<file path="src/rtl/alu_pkg.sv">
// Shared op-code constants, FSM state type and op width for the ALU/mul-div block.
package alu_pkg;

    localparam int OP_W = 4;

    typedef enum logic [OP_W-1:0] {
        OP_ADD   = 4'd0,
        OP_SUB   = 4'd1,
        OP_OR    = 4'd2,
        OP_AND   = 4'd3,
        OP_XOR   = 4'd4,
        OP_SLT   = 4'd5,
        OP_SLTU  = 4'd6,
        OP_SLL   = 4'd7,
        OP_SRL   = 4'd8,
        OP_SRA   = 4'd9,
        OP_MUL   = 4'd10,
        OP_MULHU = 4'd11,
        OP_DIV   = 4'd12,
        OP_DIVU  = 4'd13,
        OP_REM   = 4'd14,
        OP_REMU  = 4'd15
    } op_e;

    typedef enum logic [1:0] {
        IDLE = 2'd0,
        BUSY = 2'd1,
        DONE = 2'd2
    } state_e;

    // Multiply and divide ops occupy the top of the op-code space.
    function automatic logic is_iterative(input logic [OP_W-1:0] op);
        return op >= OP_MUL;
    endfunction

endpackage

</file>
<file path="src/rtl/alu_muldiv_seq.sv">
// Iterative multiply / restoring-divide datapath: one step per cycle, XLEN steps.
// The final result is formed from the last step's next-state values so that
// done and result appear together in the cycle of the last iteration.
module alu_muldiv_seq
    import alu_pkg::*;
#(
    parameter int XLEN = 32,
    parameter int SHW  = $clog2(XLEN)
) (
    input  logic            clk,
    input  logic            rst_n,
    input  logic            start,
    input  logic [OP_W-1:0] op,
    input  logic [XLEN-1:0] src_a,
    input  logic [XLEN-1:0] src_b,
    output logic            done,
    output logic [XLEN-1:0] result
);

    logic [XLEN-1:0] hi_reg, lo_reg, opd_reg, src_a_reg;
    logic [SHW-1:0]  count_reg;
    logic            running_reg, mul_reg, high_reg, rem_reg;
    logic            neg_q_reg, neg_r_reg, div_zero_reg;

    logic            signed_div, a_neg, b_neg, is_mul;
    logic [XLEN-1:0] a_mag, b_mag;
    logic [XLEN:0]   sum, shifted, diff;
    logic [XLEN-1:0] hi_next, lo_next, quo, rem;

    // Start decode: signed divides work on magnitudes, signs are restored at the end.
    always_comb begin
        is_mul     = (op == OP_MUL) || (op == OP_MULHU);
        signed_div = (op == OP_DIV) || (op == OP_REM);
        a_neg      = signed_div && src_a[XLEN-1];
        b_neg      = signed_div && src_b[XLEN-1];
        a_mag      = a_neg ? -src_a : src_a;
        b_mag      = b_neg ? -src_b : src_b;
    end

    // One shift-add (multiply) or shift-subtract (divide) step.
    always_comb begin
        sum     = {1'b0, hi_reg} + (lo_reg[0] ? {1'b0, opd_reg} : '0);
        shifted = {hi_reg, lo_reg[XLEN-1]};
        diff    = shifted - {1'b0, opd_reg};
        if (mul_reg) begin
            hi_next = sum[XLEN:1];
            lo_next = {sum[0], lo_reg[XLEN-1:1]};
        end else if (!diff[XLEN]) begin
            hi_next = diff[XLEN-1:0];
            lo_next = {lo_reg[XLEN-2:0], 1'b1};
        end else begin
            hi_next = shifted[XLEN-1:0];
            lo_next = {lo_reg[XLEN-2:0], 1'b0};
        end
    end

    // Result selection with sign fix-up and the divide-by-zero override.
    always_comb begin
        quo = neg_q_reg ? -lo_next : lo_next;
        rem = neg_r_reg ? -hi_next : hi_next;
        if (div_zero_reg) begin
            quo = '1;
            rem = src_a_reg;
        end
        if (mul_reg) begin
            result = high_reg ? hi_next : lo_next;
        end else begin
            result = rem_reg ? rem : quo;
        end
    end

    assign done = running_reg && (count_reg == '1);

    // Operand load on start, then one iteration per cycle until the counter wraps.
    always_ff @(posedge clk or negedge rst_n) begin
        if (!rst_n) begin
            hi_reg       <= '0;
            lo_reg       <= '0;
            opd_reg      <= '0;
            src_a_reg    <= '0;
            count_reg    <= '0;
            running_reg  <= 1'b0;
            mul_reg      <= 1'b0;
            high_reg     <= 1'b0;
            rem_reg      <= 1'b0;
            neg_q_reg    <= 1'b0;
            neg_r_reg    <= 1'b0;
            div_zero_reg <= 1'b0;
        end else if (start) begin
            hi_reg       <= '0;
            lo_reg       <= is_mul ? src_b : a_mag;
            opd_reg      <= is_mul ? src_a : b_mag;
            src_a_reg    <= src_a;
            count_reg    <= '0;
            running_reg  <= 1'b1;
            mul_reg      <= is_mul;
            high_reg     <= (op == OP_MULHU);
            rem_reg      <= (op == OP_REM) || (op == OP_REMU);
            neg_q_reg    <= a_neg ^ b_neg;
            neg_r_reg    <= a_neg;
            div_zero_reg <= (src_b == '0);
        end else if (running_reg) begin
            hi_reg <= hi_next;
            lo_reg <= lo_next;
            if (done) begin
                running_reg <= 1'b0;
                count_reg   <= '0;
            end else begin
                count_reg <= count_reg + SHW'(1);
            end
        end
    end

endmodule

</file>
<file path="src/rtl/alu_muldiv.sv">
// ALU with single-cycle logic/arith/shift ops and iterative multiply/divide,
// behind a valid/ready request and a held result until consumed.
module alu_muldiv
    import alu_pkg::*;
#(
    parameter int XLEN = 32,
    parameter int SHW  = $clog2(XLEN)
) (
    input  logic            clk,
    input  logic            rst_n,
    input  logic            in_valid,
    output logic            in_ready,
    input  logic [OP_W-1:0] op,
    input  logic [XLEN-1:0] src_a,
    input  logic [XLEN-1:0] src_b,
    output logic            out_valid,
    input  logic            out_ready,
    output logic [XLEN-1:0] result,
    output logic            zero
);

    state_e          state_reg, state_next;
    logic            accept, iterative, seq_done;
    logic [XLEN-1:0] alu_res, seq_result, result_reg;
    logic            zero_reg;
    logic [SHW-1:0]  shamt;

    assign in_ready  = (state_reg == IDLE);
    assign out_valid = (state_reg == DONE);
    assign accept    = in_valid && in_ready;
    assign iterative = is_iterative(op);
    assign shamt     = src_b[SHW-1:0];
    assign result    = result_reg;
    assign zero      = zero_reg;

    alu_muldiv_seq #(
        .XLEN (XLEN),
        .SHW  (SHW)
    ) u_seq (
        .clk    (clk),
        .rst_n  (rst_n),
        .start  (accept && iterative),
        .op     (op),
        .src_a  (src_a),
        .src_b  (src_b),
        .done   (seq_done),
        .result (seq_result)
    );

    // Single-cycle operations evaluated on the live request operands.
    always_comb begin
        alu_res = '0;
        case (op)
            OP_ADD:  alu_res = src_a + src_b;
            OP_SUB:  alu_res = src_a + ~src_b + {{(XLEN-1){1'b0}}, 1'b1};
            OP_OR:   alu_res = src_a | src_b;
            OP_AND:  alu_res = src_a & src_b;
            OP_XOR:  alu_res = src_a ^ src_b;
            OP_SLT:  alu_res = {{(XLEN-1){1'b0}}, ($signed(src_a) < $signed(src_b))};
            OP_SLTU: alu_res = {{(XLEN-1){1'b0}}, (src_a < src_b)};
            OP_SLL:  alu_res = src_a << shamt;
            OP_SRL:  alu_res = src_a >> shamt;
            OP_SRA:  alu_res = $signed(src_a) >>> shamt;
            default: alu_res = '0;
        endcase
    end

    // FSM state register.
    always_ff @(posedge clk or negedge rst_n) begin
        if (!rst_n) begin
            state_reg <= IDLE;
        end else begin
            state_reg <= state_next;
        end
    end

    // Next-state logic: accept in IDLE, iterate in BUSY, hold in DONE until consumed.
    always_comb begin
        state_next = state_reg;
        case (state_reg)
            IDLE: if (accept) state_next = iterative ? BUSY : DONE;
            BUSY: if (seq_done) state_next = DONE;
            DONE: if (out_ready) state_next = IDLE;
            default: state_next = IDLE;
        endcase
    end

    // Result and zero flag capture; both stay frozen while DONE waits for the consumer.
    always_ff @(posedge clk or negedge rst_n) begin
        if (!rst_n) begin
            result_reg <= '0;
            zero_reg   <= 1'b1;
        end else if (accept && !iterative) begin
            result_reg <= alu_res;
            zero_reg   <= (alu_res == '0);
        end else if ((state_reg == BUSY) && seq_done) begin
            result_reg <= seq_result;
            zero_reg   <= (seq_result == '0);
        end
    end

endmodule

</file>
<file path="config.mk">
export PLATFORM = sky130hd
export DESIGN_NAME = alu_muldiv
export DESIGN_NICKNAME = d
export VERILOG_FILES = /design/src/rtl/alu_pkg.sv /design/src/rtl/alu_muldiv_seq.sv /design/src/rtl/alu_muldiv.sv
export SDC_FILE = /design/constraint.sdc
export NUM_CORES = 1
export LEC_CHECK = 0
export CAP_MARGIN = 20
export CORE_ASPECT_RATIO = 1.2
export CORE_MARGIN = 1
export CORE_UTILIZATION = 35
export CTS_CLUSTER_SIZE = 12
export DETAILED_ROUTE_END_ITERATION = 8
export PLACE_DENSITY = 0.47
export REMOVE_ABC_BUFFERS = 1
export SLEW_MARGIN = 20
export SYNTH_ARGS = -nofsm -noshare
export SYNTH_HDL_FRONTEND = slang
export SYNTH_SLANG_ARGS = --single-unit
export TNS_END_PERCENT = 30
</file>
<file path="constraint.sdc">
create_clock -name clk -period 6.4 [get_ports clk]
set_input_delay 0.96 -clock clk [delete_from_list [all_inputs] [get_ports clk]]
set_output_delay 0.96 -clock clk [all_outputs]
set_load 0.01 [all_outputs]
</file>
==> Yosys cells after proc, flatten, opt, wreduce, memory -nomap -nowiden <==
Index checks and enable logic that the tools add are counted.
{ "classes": {"n_addsub": 10, "order_cmp": 3, "eq_ne": 20, "shift": 3, "mux": 36, "bitwise_logic": 5, "n_reduce_logical": 19} }
{ "op_table": {"columns": ["op", "n"], "rows": [
  ["32-bit 2-to-1 mux", 21],
  ["32-bit case mux with 10 select lines", 1],
  ["32-bit negator", 4],
  ["32-bit logical NOT", 3],
  ["32-bit adder", 2],
  ["32-bit less-than comparator", 2],
  ["32-bit by 33-bit adder with 33-bit output", 1],
  ["33-bit by 32-bit subtractor with 33-bit output", 1],
  ["32-bit by 1-bit adder with 32-bit output (second input constant)", 1],
  ["32-bit AND", 1],
  ["32-bit NOT", 1],
  ["32-bit bitwise OR", 1],
  ["32-bit by 5-bit << shifter with 32-bit output", 1],
  ["32-bit by 5-bit right shift with 32-bit output", 1],
  ["32-bit by 5-bit >>> shifter with 32-bit output", 1],
  ["32-bit bitwise XOR", 1],
  ["4-bit == test (second input constant)", 7],
  ["4-bit by 3-bit == test with 1-bit output (second input constant)", 4],
  ["5-bit 2-to-1 mux", 3],
  ["4-bit by 2-bit == test with 1-bit output (second input constant)", 2],
  ["2-bit 2-to-1 mux", 4],
  ["1-bit logical AND", 7],
  ["1-bit 2-to-1 mux", 6],
  ["2-bit case mux with 3 select lines", 1],
  ["other kinds (15)", 19]
]} }
{ "totals": {"register_bits": 175, "out_inout_bits": 35} }

==> Logic depth before layout (Yosys ltp) <==
{ "logic_depth": {"depth_word": 11, "mapped_depth": 26, "ltp_nobuf": 25} }

==> Hierarchy <==
Synthesis repeated with hierarchy kept, for this count alone.
{ "hier_totals": {"hier_cells": 3605, "hier_area_um2": 27078.5} }
{ "by_module_without_submodules": {"columns": ["mod", "n_inst", "cells_each", "area_per_inst_um2", "seq_area_each_um2"], "rows": [
  ["alu_muldiv_seq", 1, 2009, 15488.6, 3503.4],
  ["alu_muldiv", 1, 1596, 11589.9, 877.1]
]} }

==> Worst setup path before layout <==
OpenSTA, ideal clock, no wires.
{ "synth_timing": {"path_type": "in2reg", "startpoint": "input src_b[2]", "endpoint": "register zero_reg, in the netlist zero", "t_arrival_ns": 5.962, "required_time_ns": 6.314, "path_slack_ns": 0.352, "path_stages": 22, "n_path_buf": 5, "cell_sequence": "inv_1 clkbuf_1 clkbuf_1 clkbuf_1 buf_1 buf_1 ha_1 nor2b_1 o21a_1 o21ai_0 a211oi_1 nor3_1 o21ai_0 nand2_1 a211o_1 a221oi_1 nand4_1 nor4_1 nand4_1 nor4_1 a41oi_1 o31ai_2"} }
{ "synth_via": {"elab_chain_cells": 6, "word_cells_on_any_way": 15, "classes_between": "add/sub: 3; order compare: 2; shift: 3; mux: 2; bitwise: 4; reduce/logical: 1"} }
{ "synth_rtl": {"columns": ["item", "line_no", "text"], "rows": [
  ["start, declared", "alu_muldiv.sv:15", "input logic [XLEN-1:0] src_b,"],
  ["32-bit NOT", "alu_muldiv.sv:55", "OP_SUB: alu_res = src_a + ~src_b + {{(XLEN-1){1'b0}}, 1'b1};"],
  ["32-bit adder", "alu_muldiv.sv:55", null],
  ["32-bit by 1-bit adder with 32-bit output", "alu_muldiv.sv:55", null],
  ["32-bit case mux with 10 select lines *", "alu_muldiv.sv:53", "case (op)"],
  ["32-bit logical NOT *", "alu_muldiv.sv:95", "zero_reg <= (alu_res == '0);"],
  ["1-bit 2-to-1 mux *", "alu_muldiv.sv:93", "end else if (accept && !iterative) begin"],
  ["end signal, assigned", "alu_muldiv.sv:95", null],
  ["end signal, assigned", "alu_muldiv.sv:98", "zero_reg <= (seq_result == '0);"],
  ["end, declared", "alu_muldiv.sv:25", "logic zero_reg;"]
]} }
Every way passes the cells marked *; elsewhere a longest branch is shown, timed or not.
A chain may end at the register's enable or synchronous reset.

==> Final worst setup path <==
{ "layout_timing": {"startpoint": "register u_seq.opd_reg[0]", "endpoint": "register zero_reg, in the netlist zero"} }
{ "layout_via": {"elab_chain_cells": 11, "word_cells_on_any_way": 19, "classes_between": "add/sub: 4; mux: 14; reduce/logical: 1"} }
{ "layout_rtl": {"columns": ["item", "line_no", "text"], "rows": [
  ["start, declared", "alu_muldiv_seq.sv:20", "logic [XLEN-1:0] hi_reg, lo_reg, opd_reg, src_a_reg;"],
  ["start signal, assigned", "alu_muldiv_seq.sv:92", "opd_reg <= is_mul ? src_a : b_mag;"],
  ["33-bit by 32-bit subtractor with 33-bit output or 32-bit 2-to-1 mux (tied branches)", "alu_muldiv_seq.sv:44, alu_muldiv_seq.sv:42", null],
  ["1-bit 2-to-1 mux, or another cell as far along", "alu_muldiv_seq.sv:48", "end else if (!diff[XLEN]) begin"],
  ["32-bit 2-to-1 mux", "alu_muldiv_seq.sv:45", "if (mul_reg) begin"],
  ["32-bit negator (on tied branches)", "alu_muldiv_seq.sv:59, alu_muldiv_seq.sv:60", null],
  ["32-bit 2-to-1 mux (on tied branches)", "alu_muldiv_seq.sv:59, alu_muldiv_seq.sv:60", null],
  ["32-bit 2-to-1 mux", "alu_muldiv_seq.sv:61", "if (div_zero_reg) begin"],
  ["32-bit 2-to-1 mux", "alu_muldiv_seq.sv:68", "result = rem_reg ? rem : quo;"],
  ["32-bit 2-to-1 mux *", "alu_muldiv_seq.sv:65", "if (mul_reg) begin"],
  ["32-bit logical NOT *", "alu_muldiv.sv:98", null],
  ["1-bit 2-to-1 mux *", "alu_muldiv.sv:96", "end else if ((state_reg == BUSY) && seq_done) begin"],
  ["1-bit 2-to-1 mux *", "alu_muldiv.sv:93", null]
]} }
Every way passes the cells marked *; elsewhere a longest branch is shown, timed or not. The select of a mux whose other input is x is not followed.

==> metrics.cfg <==
[synthesis]
synth-xor-area-share_pct = 5.84
synth-simple-area-share_pct = 20.9
synth_seq_cells = 175
synth_seq_area_share_pct = 17.4
yosysUniqueCellTypes = 107
yosysWarnings = 0
synthFlopType = dfrtp_1
ys_async_sr_fraction_pct = 100
synth_top_family_by_area = compound AO/OA/AOI/OAI gates
synthAdderAreaFrac_pct = 8.62
synth_compound_area_share_pct = 30.6
syn_inst = 3367
syn_area_um2 = 25200
syn_area_per_cell_um2 = 7.48
synth_edf_count = 0
synth_mux_area_share_pct = 10.3

[place]
dpl_cell_area_um2 = 28100
port-buffer-count = 106
dp_hpwl_um = 105000
place.gp.congestion = 0.968

[clock_network]
postCtsSetupRepairBufs = 0
insertion_delay_ps = 470
ctsHtreeMaxLevel = 4
clock-sinks = 175
cts_tree = yes
clockBufferDepth = 2
numCtsBuffers = 17
cts.clk_slew.worst_paths_ps = 80
ctsHoldBuffers = 0
clock-root-buffer = clkbuf_16

[setup_path]
critPathKind = reg -> reg
cp_num_cells = 24
rr_worst_depth = 24
ff2ff_setup_slack_ps = 300
required_ps = 6790
arrival_ps = 6490
worstReg2RegStart = u_seq.opd_reg[0]
path_buf_inv = 3
r2r-end = zero
cp_top_family = compound AO/OA/AOI/OAI gates
crit_path_start_kind = flop
path_max_fanout = 15
crit_path_top_delay_cell = fa_1
startpoint = u_seq.opd_reg[0]
worstPathCellList = ha_1, fa_1, nand2b_1, a21o_1, a32oi_4, a221o_1, buf_4, and4_4, nor3_4, buf_4, nor2_1, a211oi_1, a21oi_1, ha_1, o31ai_1, buf_4, o41ai_1, xnor2_1, o221ai_1, a311oi_2, o2111ai_1, nor4_2, nand4_1, o31ai_2
max_stage_delay_ps = 450
cp_common_cell = buf_4
cp-end-kind = flop
endpoint = zero

[finish]
final_area_um2 = 28700
multiInputGateArea_um2 = 19200
area.growth.synth_to_final_pct = 13.8
register_area_um2 = 4390
final_cell_mix = nor2_1 (346), nand2_1 (331), o21ai_0 (296)
final_common_cell = nor2_1
fin_util_pct = 40.3
nFillCells = 7513
drive_above_1_share_pct = 11.7
n_antenna_cell = 0
nets = 3694

[power]
leakage_nw = 11.8
power_mw = 14.5
powerDensity_nw_per_um2 = 505
ir_drop_mv = 0.290

[route]
ant_nets = 0
drt_iter0_drc = 2398
vias_per_cell = 6.36
routedWlPerCell_um = 29.6
vias = 27900
drc = 1
wirelength_um = 130000
first_pass_iters = 8

[min_path]
hold_path.class = in -> async

[floorplan]
core_area_um2 = 71100
num_io_pins = 107
dieHeight_um = 296
dieArea_um2 = 73000
start_util_pct = 35.4
core.rowCount = 107
die_width_um = 247

[global_routing]
grt_use_total_pct = 35.0
use_met3_pct = 2.94
grt_pass1_wl_um = 188000
grt_max_degree = 109
met1_usage_pct = 43.3
gr-total-overflow = 0
grt_pass1_vias = 27600
grt_use_met2_pct = 59.9
busiest_layer = met2
antenna_found_initial = 2

[timing]
min_period_over_period_pct = 95.3
timing.fmax_mhz = 164
hold_viol_final = 0
slew_headroom_pct = 33.8
tns_ps = 0
tightest_slew_ps = 988
min_period_ps = 6100
finalClockSkew_ps = 14.4
slew_viol_final = 0
rsz0062_at_grt = no
setup_viol = 0

[status]
outcome = complete, but fails checks
violations = design-rule violations

[job]
max_cap_violations = 0

## cell usage after synthesis, types with 27 or more instances
cell type,n,area [um2]
mux2_2,27,304
o22ai_1,30,188
a221oi_1,27,236
a22oi_1,32,240
mux4_2,58,1310
nor2_1,349,1310
nand3_1,61,305
nor4_1,32,200
dfrtp_1,174,4350
clkbuf_1,190,713
o31ai_1,38,285
xnor2_1,125,1090
o221ai_1,28,245
inv_1,154,578
ha_1,167,2090
o21ai_0,296,1480
o211ai_1,102,766
a21o_1,47,353
a31oi_1,49,307
xor2_1,43,377
nand2_1,331,1240
or3_1,31,194
a21oi_1,225,1130
a211oi_1,54,405
nand4_1,39,244
and3_1,29,181
mux2i_1,97,971
buf_1,33,124
nor3_1,86,430
and2_1,50,313
## report_power, final
group	internal (mW)	switching, mW	leakage [nW]
clock network	0.568	0.511	0.268
logic	4.22	6.86	9.41
registers	1.65	0.649	2.17
total	6.44	8.02	11.8
## stage by stage
step / hold slack [ps] / setup WS [ps] / cells
after global placement: 467 / -243 / 4358
after floorplan: 441 / -775 / 3119
after global routing: 521 / 47.9 / 4389
after detailed placement: 476 / -212 / 4358
after CTS: 494 / 247 / 4389
final: 472 / 298 / 4389
## per-layer routing
layer / wire, um / vias up
met4: 7620 / 0
li1: - / 12700
met5: 0 / -
met2: 62100 / 1090
met3: 6040 / 247
met1: 53900 / 13900
## cell type report
class                      count  share of cell area, %
tap                          926                   4.04
clock inverter                11                  0.376
inverter                     163                   2.14
clock buffer                  20                   1.63
sequential                   175                   15.3
timing repair buffer         313                   9.32
multi-input combinational   2781                   67.2
## logic make-up after synthesis
kind of cell / Yosys count
compound gates: 1147
simple gates: 1113
buf+inv: 411
mux: 182
flops: 175
fa+ha+maj: 171
xor+xnor: 168
## how the worst min path moves through the flow
stage	endpoint	slack, ps	startpoint
after detailed placement	u_seq.src_a_reg[31]	480	u_seq.src_a_reg[31]
after global routing	u_seq.src_a_reg[26]	520	u_seq.src_a_reg[26]
after CTS	u_seq.src_a_reg[31]	490	u_seq.src_a_reg[31]
after floorplan	u_seq.src_a_reg[14]	440	u_seq.src_a_reg[14]
final	u_seq.opd_reg[28]	470	rst_n
after global placement	u_seq.src_a_reg[14]	470	u_seq.src_a_reg[14]
## repair_timing
action,4_1_cts,5_1_grt
endpoints found under the hold margin,0,0
gates resized for setup,0,2
endpoints found under the setup margin,0,1
(Power assumes the default switching activity.)
